## src/rtl/bus_master_port_if.sv

```systemverilog
// Serial bus signals between one master port and the bus mux/arbiter.
//   master modport : drives request/select/frame bits, receives grant and slave response
//   slave modport  : the arbiter/slave side view of the same wires
interface bus_master_port_if;
    logic m_request;
    logic m_slave_sel;
    logic m_grant;
    logic m_valid;
    logic m_rw;
    logic m_wbit;
    logic s_rbit;
    logic s_rvalid;
    logic s_ready;

    modport master (
        output m_request, m_slave_sel, m_valid, m_rw, m_wbit,
        input  m_grant, s_rbit, s_rvalid, s_ready
    );

    modport slave (
        input  m_request, m_slave_sel, m_valid, m_rw, m_wbit,
        output m_grant, s_rbit, s_rvalid, s_ready
    );
endinterface

```

## src/rtl/bus_master_port.sv

```systemverilog
// Master-side serial bus port: latches one host command, requests the bus,
// serialises the slave select, shifts address/write data out or collects read
// data, then reports completion with an error flag.
//
// Ports:
//   sys_clk, sys_rst       clock, synchronous active-low reset
//   start/rw/slave_id/addr/wdata   host command (accepted only while idle)
//   busy/done/err/rdata    host status and read result
//   bus                    serial bus signals (master modport)
//
// state      | meaning
// -----------+-----------------------------------------------------------
// IDLE       | waiting for host start
// SEL0       | request raised, slave_id[0] on m_slave_sel
// SEL1       | request raised, slave_id[1] on m_slave_sel
// WAIT_GRANT | waiting for arbiter grant, timeout running
// ADDR       | shifting address out LSB first
// WDATA      | shifting write data out LSB first
// WAIT_RESP  | waiting for write ack or collecting read bits
// FINISH     | one-cycle done pulse, err valid
module bus_master_port #(
    parameter int ADDR_WIDTH = 12,
    parameter int DATA_WIDTH = 8,
    parameter int TIMEOUT    = 255
) (
    input  logic                  sys_clk,
    input  logic                  sys_rst,
    input  logic                  start,
    input  logic                  rw,
    input  logic [1:0]            slave_id,
    input  logic [ADDR_WIDTH-1:0] addr,
    input  logic [DATA_WIDTH-1:0] wdata,
    output logic                  busy,
    output logic                  done,
    output logic                  err,
    output logic [DATA_WIDTH-1:0] rdata,
    bus_master_port_if.master     bus
);

    localparam int MAXW = (ADDR_WIDTH > DATA_WIDTH) ? ADDR_WIDTH : DATA_WIDTH;
    localparam int BW   = (MAXW > 1) ? $clog2(MAXW) : 1;
    localparam int TW   = $clog2(TIMEOUT + 1);

    localparam logic [BW-1:0] ADDR_LAST = BW'(ADDR_WIDTH - 1);
    localparam logic [BW-1:0] DATA_LAST = BW'(DATA_WIDTH - 1);
    localparam logic [TW-1:0] TO_LAST   = TW'(TIMEOUT - 1);

    typedef enum logic [2:0] {
        IDLE, SEL0, SEL1, WAIT_GRANT, ADDR, WDATA, WAIT_RESP, FINISH
    } state_t;

    state_t                state_q, state_d;
    logic                  rw_q, rw_d;
    logic [1:0]            sel_q, sel_d;
    logic [ADDR_WIDTH-1:0] addr_q, addr_d;
    logic [DATA_WIDTH-1:0] wdata_q, wdata_d;
    logic [DATA_WIDTH-1:0] rx_q, rx_d;
    logic [DATA_WIDTH-1:0] rdata_q, rdata_d;
    logic                  err_q, err_d;
    logic [BW-1:0]         bit_q, bit_d;
    logic [TW-1:0]         to_q, to_d;

    always_ff @(posedge sys_clk) begin
        if (!sys_rst) begin
            state_q <= IDLE;
            rw_q    <= 1'b0;
            sel_q   <= '0;
            addr_q  <= '0;
            wdata_q <= '0;
            rx_q    <= '0;
            rdata_q <= '0;
            err_q   <= 1'b0;
            bit_q   <= '0;
            to_q    <= '0;
        end else begin
            state_q <= state_d;
            rw_q    <= rw_d;
            sel_q   <= sel_d;
            addr_q  <= addr_d;
            wdata_q <= wdata_d;
            rx_q    <= rx_d;
            rdata_q <= rdata_d;
            err_q   <= err_d;
            bit_q   <= bit_d;
            to_q    <= to_d;
        end
    end

    always_comb begin
        logic resp_done;
        state_d   = state_q;
        rw_d      = rw_q;
        sel_d     = sel_q;
        addr_d    = addr_q;
        wdata_d   = wdata_q;
        rx_d      = rx_q;
        rdata_d   = rdata_q;
        err_d     = err_q;
        bit_d     = bit_q;
        to_d      = to_q;
        resp_done = 1'b0;

        case (state_q)
            IDLE: begin
                if (start) begin
                    rw_d    = rw;
                    sel_d   = slave_id;
                    addr_d  = addr;
                    wdata_d = wdata;
                    err_d   = 1'b0;
                    bit_d   = '0;
                    to_d    = '0;
                    if (slave_id == 2'd0) begin
                        err_d   = 1'b1;
                        state_d = FINISH;
                    end else begin
                        state_d = SEL0;
                    end
                end
            end
            SEL0: state_d = SEL1;
            SEL1: begin
                to_d    = '0;
                state_d = WAIT_GRANT;
            end
            WAIT_GRANT: begin
                if (bus.m_grant) begin
                    bit_d   = '0;
                    state_d = ADDR;
                end else if (to_q == TO_LAST) begin
                    err_d   = 1'b1;
                    state_d = FINISH;
                end else begin
                    to_d = to_q + TW'(1);
                end
            end
            ADDR: begin
                // grant low is a split: hold everything until it returns
                if (bus.m_grant) begin
                    addr_d = addr_q >> 1;
                    if (bit_q == ADDR_LAST) begin
                        bit_d = '0;
                        if (rw_q) begin
                            state_d = WDATA;
                        end else begin
                            to_d    = '0;
                            state_d = WAIT_RESP;
                        end
                    end else begin
                        bit_d = bit_q + BW'(1);
                    end
                end
            end
            WDATA: begin
                if (bus.m_grant) begin
                    wdata_d = wdata_q >> 1;
                    if (bit_q == DATA_LAST) begin
                        bit_d   = '0;
                        to_d    = '0;
                        state_d = WAIT_RESP;
                    end else begin
                        bit_d = bit_q + BW'(1);
                    end
                end
            end
            WAIT_RESP: begin
                if (bus.m_grant) begin
                    if (rw_q) begin
                        resp_done = bus.s_ready;
                    end else if (bus.s_rvalid) begin
                        // LSB arrives first, so shift in from the top
                        rx_d = {bus.s_rbit, rx_q[DATA_WIDTH-1:1]};
                        if (bit_q == DATA_LAST) begin
                            bit_d     = '0;
                            rdata_d   = rx_d;
                            resp_done = 1'b1;
                        end else begin
                            bit_d = bit_q + BW'(1);
                        end
                    end
                    // a response in the same cycle as the timeout wins
                    if (resp_done) begin
                        state_d = FINISH;
                    end else if (to_q == TO_LAST) begin
                        err_d   = 1'b1;
                        state_d = FINISH;
                    end else begin
                        to_d = to_q + TW'(1);
                    end
                end
            end
            FINISH: state_d = IDLE;
            default: state_d = IDLE;
        endcase
    end

    always_comb begin
        busy            = (state_q != IDLE);
        done            = (state_q == FINISH);
        err             = (state_q == FINISH) && err_q;
        rdata           = rdata_q;

        bus.m_request   = (state_q == SEL0) || (state_q == SEL1) ||
                          (state_q == WAIT_GRANT) || (state_q == ADDR) ||
                          (state_q == WDATA) || (state_q == WAIT_RESP);
        bus.m_slave_sel = 1'b0;
        if (state_q == SEL0) bus.m_slave_sel = sel_q[0];
        if (state_q == SEL1) bus.m_slave_sel = sel_q[1];

        bus.m_valid     = ((state_q == ADDR) || (state_q == WDATA)) && bus.m_grant;
        bus.m_rw        = rw_q && ((state_q == ADDR) || (state_q == WDATA) ||
                                   (state_q == WAIT_RESP));
        bus.m_wbit      = 1'b0;
        if (bus.m_valid) begin
            bus.m_wbit = (state_q == ADDR) ? addr_q[0] : wdata_q[0];
        end
    end

endmodule

```

## src/flat_wrapper.sv

```systemverilog
// flat-port wrapper written by rule: the top's interface ports become plain ports
module bus_master_port_flat 
#(
    parameter int ADDR_WIDTH = 12,
    parameter int DATA_WIDTH = 8,
    parameter int TIMEOUT    = 255
)
  (sys_clk, sys_rst, start, rw, slave_id, addr, wdata, busy, done, err, rdata, bus_m_request, bus_m_slave_sel, bus_m_valid, bus_m_rw, bus_m_wbit, bus_m_grant, bus_s_rbit, bus_s_rvalid, bus_s_ready);
  bus_master_port_if bus_i ();
  input  logic sys_clk;
  input  logic sys_rst;
  input  logic start;
  input  logic rw;
  input  logic [1:0] slave_id;
  input  logic [ADDR_WIDTH-1:0] addr;
  input  logic [DATA_WIDTH-1:0] wdata;
  output logic busy;
  output logic done;
  output logic err;
  output logic [DATA_WIDTH-1:0] rdata;
  output wire logic [$bits(bus_i.m_request)-1:0] bus_m_request;
  output wire logic [$bits(bus_i.m_slave_sel)-1:0] bus_m_slave_sel;
  output wire logic [$bits(bus_i.m_valid)-1:0] bus_m_valid;
  output wire logic [$bits(bus_i.m_rw)-1:0] bus_m_rw;
  output wire logic [$bits(bus_i.m_wbit)-1:0] bus_m_wbit;
  input wire logic [$bits(bus_i.m_grant)-1:0] bus_m_grant;
  input wire logic [$bits(bus_i.s_rbit)-1:0] bus_s_rbit;
  input wire logic [$bits(bus_i.s_rvalid)-1:0] bus_s_rvalid;
  input wire logic [$bits(bus_i.s_ready)-1:0] bus_s_ready;
  assign bus_m_request = bus_i.m_request;
  assign bus_m_slave_sel = bus_i.m_slave_sel;
  assign bus_m_valid = bus_i.m_valid;
  assign bus_m_rw = bus_i.m_rw;
  assign bus_m_wbit = bus_i.m_wbit;
  assign bus_i.m_grant = bus_m_grant;
  assign bus_i.s_rbit = bus_s_rbit;
  assign bus_i.s_rvalid = bus_s_rvalid;
  assign bus_i.s_ready = bus_s_ready;
  bus_master_port #(.ADDR_WIDTH(ADDR_WIDTH), .DATA_WIDTH(DATA_WIDTH), .TIMEOUT(TIMEOUT)) u_core (.sys_clk(sys_clk), .sys_rst(sys_rst), .start(start), .rw(rw), .slave_id(slave_id), .addr(addr), .wdata(wdata), .busy(busy), .done(done), .err(err), .rdata(rdata), .bus(bus_i));
endmodule
```

## config.mk

```make
export PLATFORM = sky130hd
export DESIGN_NAME = bus_master_port_flat
export DESIGN_NICKNAME = d
export VERILOG_FILES = /design/src/rtl/bus_master_port_if.sv /design/src/rtl/bus_master_port.sv /design/src/flat_wrapper.sv
export SDC_FILE = /design/constraint.sdc
export NUM_CORES = 1
export LEC_CHECK = 0
export BUFFER_PORTS_ARGS = -buffer_cell sky130_fd_sc_hd__buf_2
export CAP_MARGIN = 0
export CORE_UTILIZATION = 33
export DETAILED_ROUTE_END_ITERATION = 7
export PLACE_DENSITY = 0.48
export SLEW_MARGIN = 10
export SYNTH_ARGS = -nofsm -noshare
export SYNTH_HDL_FRONTEND = slang
export SYNTH_SLANG_ARGS = --single-unit
```

## constraint.sdc

```tcl
create_clock -name sys_clk -period 3.3 [get_ports sys_clk]
set_input_delay 0.165 -clock sys_clk [delete_from_list [all_inputs] [get_ports sys_clk]]
set_output_delay 0.165 -clock sys_clk [all_outputs]
set_load 0.05 [all_outputs]
```

==> results of run 1 <==
==> cell type report <==
cell class | instances | share of cell area (%)
multi-input combinational | 253 | 49.9
sequential | 54 | 33.6
timing repair buffer | 50 | 8.16
tap | 105 | 4.08
clock buffer | 5 | 2.14
clock inverter | 2 | 1.20
inverter | 8 | 0.932
==> per-stage QoR <==
step / setup slack (ns) / hold slack [ns]
after floorplan: 1.25 / 0.301
after global placement: 1.11 / 0.416
after detailed placement: 1.08 / 0.426
after CTS: 1.04 / 0.0796
after global routing: 0.798 / 0.0690
final: 1.03 / 0.0780
==> Yosys cell counts, types with 3 or more instances <==
cell type,n,share of area (%)
a211oi_1,12,3.2
a21oi_1,19,3.3
a311oi_1,7,2.2
a31oi_1,3,0.66
a41o_1,5,1.8
a41oi_1,6,1.8
buf_2,7,1.2
buf_4,5,1.3
clkbuf_1,8,1.1
dfxtp_1,54,38
ha_1,3,1.3
inv_1,5,0.66
inv_2,3,0.40
mux2i_1,23,8.1
nand2_1,41,5.4
nand2_2,3,0.66
nand2b_1,5,1.1
nand3_1,16,2.8
nand3b_1,6,1.6
nor2_1,40,5.3
nor3_1,3,0.53
o21ai_0,14,2.5
or3b_1,4,1.2
==> logic make-up (layout without fill, tap and decap cells) <==
group	Yosys count	in the layout	synth area share (%)
muxes	23	23	8.10
buffers and inverters	30	65	5.46
DFF	54	54	38.0
xor gates and xnor gates	1	1	0.308
and+or+nand+nor	139	139	25.0
AOI/OAI and AO/OA	87	87	21.8
adders and majority gates	3	3	1.32
==> layout by cell type, fill, tap and decap left out, types with 2 or more instances in the layout <==
cell type  instances
a211oi_1          12
a21oi_1           19
a21oi_2            2
a311oi_1           7
a31oi_1            3
a41o_1             5
a41oi_1            6
and2_1             2
and3_1             2
buf_2             45
buf_4              5
clkbuf_8           5
dfxtp_1           54
ha_1               3
inv_1              5
inv_2              3
mux2i_1           23
nand2_1           41
nand2_2            3
nand2b_1           5
nand3_1           16
nand3b_1           6
nand4_1            2
nor2_1            40
nor3_1             3
nor3_4             2
nor3b_1            2
o211ai_1           2
o21ai_0           14
o21ai_1            2
o22ai_1            2
or3_1              2
or3b_1             4
==> critical path: stages (launching register included) <==
cell and delay (ns):
dfxtp_1 0.42, buf_4 0.24, and2b_1 0.41, nand2_2 0.21, o21ai_2 0.50, nor2_1 0.08, a311oi_1 0.30
==> power by group through the flow <==
stage               Sequential, mW  Combinational (mW)  Clock [mW]
floorplan                    0.863               0.947           0
finish                       0.881                1.10       0.453
CTS                          0.879                1.11       0.466
global placement             0.894                1.09           0
detailed placement           0.894                1.10           0
global route                 0.899                1.22       0.489
==> worst max path at each step <==
stage | to | slack [ns] | cells after the start | start
3_3_place_gp | u_core.to_q[1] | 1.11 | 6 | u_core.state_q[0]
4_1_cts | u_core.to_q[0] | 1.04 | 6 | u_core.state_q[0]
6_report | u_core.wdata_q[0] | 1.03 | 6 | u_core.state_q[2]
5_1_grt | u_core.wdata_q[0] | 0.80 | 6 | u_core.state_q[2]
3_5_place_dp | u_core.wdata_q[0] | 1.08 | 6 | u_core.state_q[2]
2_1_floorplan | bus_m_slave_sel | 1.25 | 5 | u_core.state_q[0]
==> registers in the layout, summed over array words and instances (netlist names) <==
name and flops:
u_core.wdata_q 8, u_core.to_q 8, u_core.rdata 8, u_core.rw_q 1
u_core.addr_q 12, u_core.rx_q 7, u_core.sel_q 2, u_core.state_q 3
u_core.err_q 1, u_core.bit_q 4
==> metal layers <==
| metal | part of all wire [%] | track usage [%] | up-vias |
|---|---|---|---|
| met5 | 0 | 0 | - |
| met4 | 1.2 | 4.29 | 0 |
| met3 | 4.4 | 4.35 | 8 |
| met2 | 45 | 24.1 | 51 |
| met1 | 50 | 20.5 | 1153 |
| li1 | - | - | 1294 |
==> qor.yml, run 1 <==
floorplanning:
  start_util_pct: 34.4
  ios: 46
  rows: 33
  die_h_um: 94.8
  dieWidth_um: 94.8
  core_um2: 8260
  die_area_um2: 8990
clock_tree:
  path_clk_slew_ns: 0.11
  cts_hold_buf: 0
  insertion_delay_ns: 0.32
  root_buffer: "clkbuf_8"
  htreeDepth: 2
  clockBufferDepth: 2
  cts_setup_buffers: 0
  cts_resized: 0
  numCtsBuffers: 5
  cts_tree: "done"
  clock-sinks: 54
sta:
  fmax_mhz: 441
  post-route-period-util_pct: 68.7
  worstMarginPinSlew_ns: 0.814
  rsz0062_at_grt: "no"
  final_max_slew_viol_count: 0
  hold_violations: 0
  maxSlewHeadroom_pct: 45.7
  clock_skew_ns: 0.0141
  finalSetupTns_ns: 0
  setup_viol: 0
  fin_crit_ns: 2.27
power:
  finalPower_mw: 2.43
  combPwrFrac_pct: 45.2
  switching_share_pct: 43.2
  intPower_mw: 1.38
  seqPwrFrac_pct: 36.2
  power_switching_mw: 1.05
  leakagePower_nw: 1.22
  vdd_drop_max_v: 0.000270
  pwr-share-clk_pct: 18.6
  power_density_nw_per_um2: 756
worst_setup_path:
  crit_fanout: 15
  r2r_cells: 6
  r2r-end: "u_core.wdata_q[0]"
  end_kind: "flip-flop"
  arrival_ns: 2.48
  cp_data_required_time_ns: 3.51
  critPathKind: "flip-flop to flip-flop"
  r2r_start: "u_core.state_q[2]"
  crit_path_start_kind: "flip-flop"
  r2r_setup_slack_ns: 1.03
route:
  drt-total-wl_mm: 6.69
  firstDrtPassIters: 4
  vias: 2506
  avgRoutedWirePerCell_um: 14.0
  drc: 0
  drtAntennaViolNets: 0
  viasPerCell: 5.25
  drt_iter0_markers: 109
synthesis:
  synth-main-ff-cell: "dfxtp_1"
  synth_nets: 370
  synth-seq-cells: 54
  yosysWarnings: 0
  seq_area_frac_synth_pct: 38.0
  async_reset_ff_share_pct: 0
  synth_cell_types: 57
  syn_inst: 337
  syn_area_per_cell_um2: 8.44
  netlist_area_um2: 2840
  synth_edf_count: 0
min_path:
  min_from: "bus_s_rbit"
  min_path_cells: 3
  whs_endpoint: "u_core.rx_q[7]"
  hold_class: "input pin to flip-flop"
global_route:
  grt_pass1_wl_mm: 10.8
  grt.overflow.total: 0
  grt_max_degree: 46
  track_usage_pct: 15.4
  grt_pass1_vias: 2270
  grt_antenna_before_repair: 0
layout:
  seq_area_um2: 1080
  multi_input_area_um2: 1610
  fillCellCount: 865
  fin_util_pct: 39.0
  fin_cells: 477
  finalNetCount: 405
  num_antenna_cells: 0
  fin_area_um2: 3220
  syn_to_final_growth_pct: 13.2
  drive_gt1_share_pct: 20.2
placement:
  dpl-instance-area_um2: 3110
  hpwl_mm: 4.67
  portBuffers: 45
  place_congestion: 0.791
  numPlacedInstances: 470
flow_run:
  maxCapViolations: 0
status:
  status: "finished clean"
Note: power is estimated with default switching activity, not from simulation.
==> run 2: changes to the inputs <==
PLACE_DENSITY = 0.5   (was 0.48)
clock period = 2.03 ns   (was 3.3 ns; I/O delays follow)
==> qor.yml, run 2 (synthesis gave the netlist of run 1 again) <==
sta:
  hold_violations: 0
  rsz0062_at_grt: "no"
  finalSetupTns_ns: 0
  fmax_mhz: 529
  setup_viol: 0
  fin_crit_ns: 1.89
  worstMarginPinSlew_ns: 0.559
  timing.final.ws_setup_ns: 0.138
  timing.hold.ws_ns: 0.0179
  final_max_slew_viol_count: 0
  clock_skew_ns: 0.0127
  post-route-period-util_pct: 93.2
  maxSlewHeadroom_pct: 62.8
power:
  power_density_nw_per_um2: 1250
  vdd_drop_max_v: 0.000540
  leakagePower_nw: 1.36
  finalPower_mw: 4.31
worst_setup_path:
  r2r_cells: 6
  r2r_setup_slack_ns: 0.14
  cp_data_required_time_ns: 1.93
  crit_fanout: 16
  end_kind: "output pin"
  crit_path_start_kind: "flip-flop"
  arrival_ns: 1.79
  r2r_start: "u_core.bit_q[0]"
  critPathKind: "flip-flop to output pin"
  r2r-end: "u_core.to_q[2]"
clock_tree:
  numCtsBuffers: 5
  clock-sinks: 54
  clockBufferDepth: 2
  path_clk_slew_ns: 0.11
  htreeDepth: 2
  root_buffer: "clkbuf_8"
  cts_tree: "done"
  insertion_delay_ns: 0.32
  cts_hold_buf: 0
min_path:
  min_path_cells: 3
  min_from: "rw"
  hold_class: "input pin to flip-flop"
  whs_endpoint: "u_core.rw_q"
layout:
  largest_reg_flops: 12
  finalNetCount: 430
  fin_util_pct: 41.9
  num_antenna_cells: 0
  regMostFlops: "u_core.addr_q"
  syn_to_final_growth_pct: 21.6
  drive_gt1_share_pct: 25.9
  mostFrequentLayoutCells: "52 x dfxtp_1, 45 x buf_2, 41 x nand2_1, 40 x nor2_1, 27 x buf_4"
  layout_commonest_cell: "dfxtp_1"
route:
  drt-total-wl_mm: 7.11
  drc: 0
  viasPerCell: 5.19
  vias: 2611
  drtAntennaViolNets: 0
  drt_iter0_markers: 136
  firstDrtPassIters: 4
  avgRoutedWirePerCell_um: 14.1
floorplanning:
  dieWidth_um: 94.8
  core_um2: 8260
  rows: 33
  die_h_um: 94.8
  ios: 46
  die_area_um2: 8990
  start_util_pct: 34.4
placement:
  place_congestion: 0.833
  portBuffers: 45
  hpwl_mm: 4.98
  place_ws_ns: 0.0816
global_route:
  grt_antenna_before_repair: 0
  track_usage_pct: 16.3
  grt_max_degree: 40
  grt_pass1_wl_mm: 11.6
  grt.overflow.total: 0
  grt_pass1_vias: 2380
flow_run:
  maxCapViolations: 0
status:
  status: "finished clean"
[run 2: cell count changes in the layout (fill, tap and decap cells not counted), sizes merged]
| cell | previous run | this run |
|---|---|---|
| inv | 8 | 9 |
| buf | 50 | 75 |
[run 2: final cells by class]
cell class / instances / area (µm²)
fillers: 842 / 4800
multi-input cells: 253 / 1610
flip-flops and latches: 54 / 1090
repair buffers: 75 / 483
well taps: 105 / 131
clock buffers: 5 / 68.8
clock inverters: 3 / 47.5
inverters: 8 / 30.0
[run 2: worst max-delay path by stage]
stage,start,endpoint,slack (ns),depth (start not counted)
global route,u_core.bit_q[0],u_core.rdata[1],0.03,6
detailed placement,u_core.state_q[0],u_core.rdata[4],0.08,6
finish,u_core.state_q[0],bus_m_wbit,0.14,6
global placement,u_core.state_q[2],u_core.wdata_q[2],0.13,5
floorplan,u_core.state_q[0],bus_m_slave_sel,0.05,5
CTS,u_core.state_q[0],bus_m_wbit,0.04,6
[run 2: power by group]
| group | total (mW) | internal (mW) | switching [mW] |
|---|---|---|---|
| logic | 2.07 | 0.854 | 1.22 |
| registers | 1.47 | 1.28 | 0.193 |
| clock network | 0.767 | 0.375 | 0.392 |
| total | 4.31 | 2.51 | 1.80 |
[run 2: metal layers]
metal  vias to the layer above  share of wire (%)  track usage, %
li1                       1343                  -               -
met1                      1202                 49            23.0
met2                        59                 46            24.9
met3                         7                4.4            3.38
met4                         0                1.0            4.17
met5                         -                  0               0
[run 2: stage by stage]
step | instances | area (µm²)
after floorplan | 337 | 2840
after global placement | 488 | 3270
after detailed placement | 488 | 3270
after CTS | 496 | 3400
after global routing | 503 | 3460
final | 503 | 3460
[run 2: what timing repair did]
action,in CTS,in global routing
resized for setup,3,3
buffers inserted,0,7
endpoints found under the setup margin,1,1
[run 2: critical path, cell delays in order, from the launching register on]
cell and delay [ns]:
dfxtp_4 0.42, buf_4 0.21, nor3_4 0.24, buf_8 0.16, mux2i_1 0.18, nor2_1 0.05, buf_2 0.20
==> run 3: changes to the inputs <==
CORE_UTILIZATION = 51   (was 33)
PLACE_DENSITY = 0.73   (was 0.5)
==> qor.yml, run 3 (synthesis gave the netlist of run 1 again) <==
sta:
  post-route-period-util_pct: 94.0
  maxSlewHeadroom_pct: 63.4
  finalSetupTns_ns: 0
  rsz0062_at_grt: "no"
  fmax_mhz: 524
  worstMarginPinSlew_ns: 0.549
  final_max_slew_viol_count: 0
  fin_crit_ns: 1.91
  timing.hold.ws_ns: 0.0366
  hold_violations: 0
  setup_viol: 0
  clock_skew_ns: 0.00452
floorplanning:
  start_util_pct: 54.3
  ios: 46
  rows: 26
  die_area_um2: 5880
  core_um2: 5240
  die_h_um: 76.7
  dieWidth_um: 76.7
clock_tree:
  clock-sinks: 54
  numCtsBuffers: 5
  path_clk_slew_ns: 0.10
  htreeDepth: 2
  cts_tree: "done"
  insertion_delay_ns: 0.31
  clockBufferDepth: 2
  root_buffer: "clkbuf_8"
global_route:
  track_usage_pct: 22.6
  grt_pass1_wl_mm: 10.8
  grt_pass1_vias: 2374
  grt.overflow.total: 0
  grt_antenna_before_repair: 0
  grt_max_degree: 31
layout:
  regMostFlops: "u_core.addr_q"
  layout_commonest_cell: "dfxtp_1"
  mostFrequentLayoutCells: "52 x dfxtp_1, 45 x buf_2, 41 x nand2_1, 40 x nor2_1, 23 x mux2i_1"
  multi_input_area_um2: 1610
  num_antenna_cells: 0
  seq_area_um2: 1080
  fillCellCount: 471
  drive_gt1_share_pct: 23.1
  largest_reg_flops: 12
  syn_to_final_growth_pct: 15.8
  finalNetCount: 418
route:
  drtAntennaViolNets: 0
  viasPerCell: 5.73
  drt-total-wl_mm: 6.35
  vias: 2614
  firstDrtPassIters: 5
  avgRoutedWirePerCell_um: 13.9
  drc: 0
  drt_iter0_markers: 157
worst_setup_path:
  r2r_setup_slack_ns: 0.17
  crit_path_start_kind: "flip-flop"
  cp_data_required_time_ns: 1.93
  path_cells: "buf_4, nor3_4, buf_6, mux2i_1, nor2_1, buf_2"
  r2r-end: "u_core.to_q[3]"
  critPathBufInv: 3
  end_kind: "output pin"
  cp_num_cells: 6
  arrival_ns: 1.81
  critical_path.top_delay_family: "buffers and inverters"
  r2r_cells: 6
  r2r_start: "u_core.bit_q[0]"
  startpoint: "u_core.state_q[0]"
  endpoint: "bus_m_wbit"
  crit_fanout: 15
  critPathKind: "flip-flop to output pin"
  cp_slowest_stage_delay_ns: 0.42
  critPathSlowestCell: "dfxtp_2"
min_path:
  hold_class: "input pin to flip-flop"
power:
  leakagePower_nw: 1.29
  vdd_drop_max_v: 0.000623
  power_density_nw_per_um2: 1240
placement:
  portBuffers: 45
  place_congestion: 0.889
  hpwl_mm: 4.47
flow_run:
  maxCapViolations: 0
status:
  status: "finished clean"
run 3: cell types whose count changed in the layout (fill, tap and decap cells not counted):
cell      before  now
dfxtp_4        2    0
buf_8          1    0
clkinv_4       1    0
buf_4         27   16
inv_6          1    0
buf_12         2    1
dfxtp_2        0    2
clkbuf_1       0    2
buf_6          0    1
run 3: per-stage QoR:
stage	utilization, %	instance area, µm²	std cells	power, mW	setup slack [ns]
2_1_floorplan	-	2840	337	2.94	0.0458
3_3_place_gp	60.7	3180	448	3.31	0.206
3_5_place_dp	60.7	3180	448	3.35	0.134
4_1_cts	62.8	3290	456	4.07	0.0735
5_1_grt	62.9	3290	456	4.34	0.00285
6_report	62.9	3290	456	4.07	0.123
run 3: cell type report:
type	count	share of cell area, %
inverters	8	0.912
well taps	70	2.66
clock inverters	1	0.912
clock buffers	7	2.32
flip-flops and latches	54	32.9
multi-input cells	253	48.8
repair buffers	63	11.4
run 3: routing by layer:
layer	global-route usage [%]	up-vias	wire length (µm)
li1	-	1317	-
met1	30.5	1209	2980
met2	36.1	76	3010
met3	4.29	12	256
met4	7.31	0	99
met5	0	-	0
run 3: how the worst min path moves through the flow:
stage	to	depth (start not counted)	slack, ns	startpoint
floorplan	u_core.sel_q[0]	2	0.24	slave_id[0]
global placement	u_core.rdata[7]	3	0.36	bus_s_rbit
detailed placement	u_core.rw_q	3	0.36	rw
CTS	u_core.addr_q[11]	3	0.03	addr[11]
global route	u_core.addr_q[11]	3	0.02	addr[11]
finish	u_core.rx_q[7]	3	0.04	bus_s_rbit
run 3: where the power goes:
part / total [mW] / internal [mW] / switching [mW]
clock: 0.716 / 0.370 / 0.346
combinational: 1.90 / 0.728 / 1.17
sequential: 1.46 / 1.27 / 0.186
run 3: repair_timing:
action	CTS	global route
gates cloned	0	0
hold endpoints to repair	0	0
hold buffers	0	0
resized for setup	2	1
endpoints found under the setup margin	1	1
setup buffers	0	0
run 3: worst register-to-register path: cells and delay by family (launching register included):
family                   cells  cell delay, ns
AO/OA/AOI/OAI                3            0.67
AND/OR/NAND/NOR              2            0.45
flip-flops                   1            0.38
adder cells (fa/ha/maj)      1            0.26
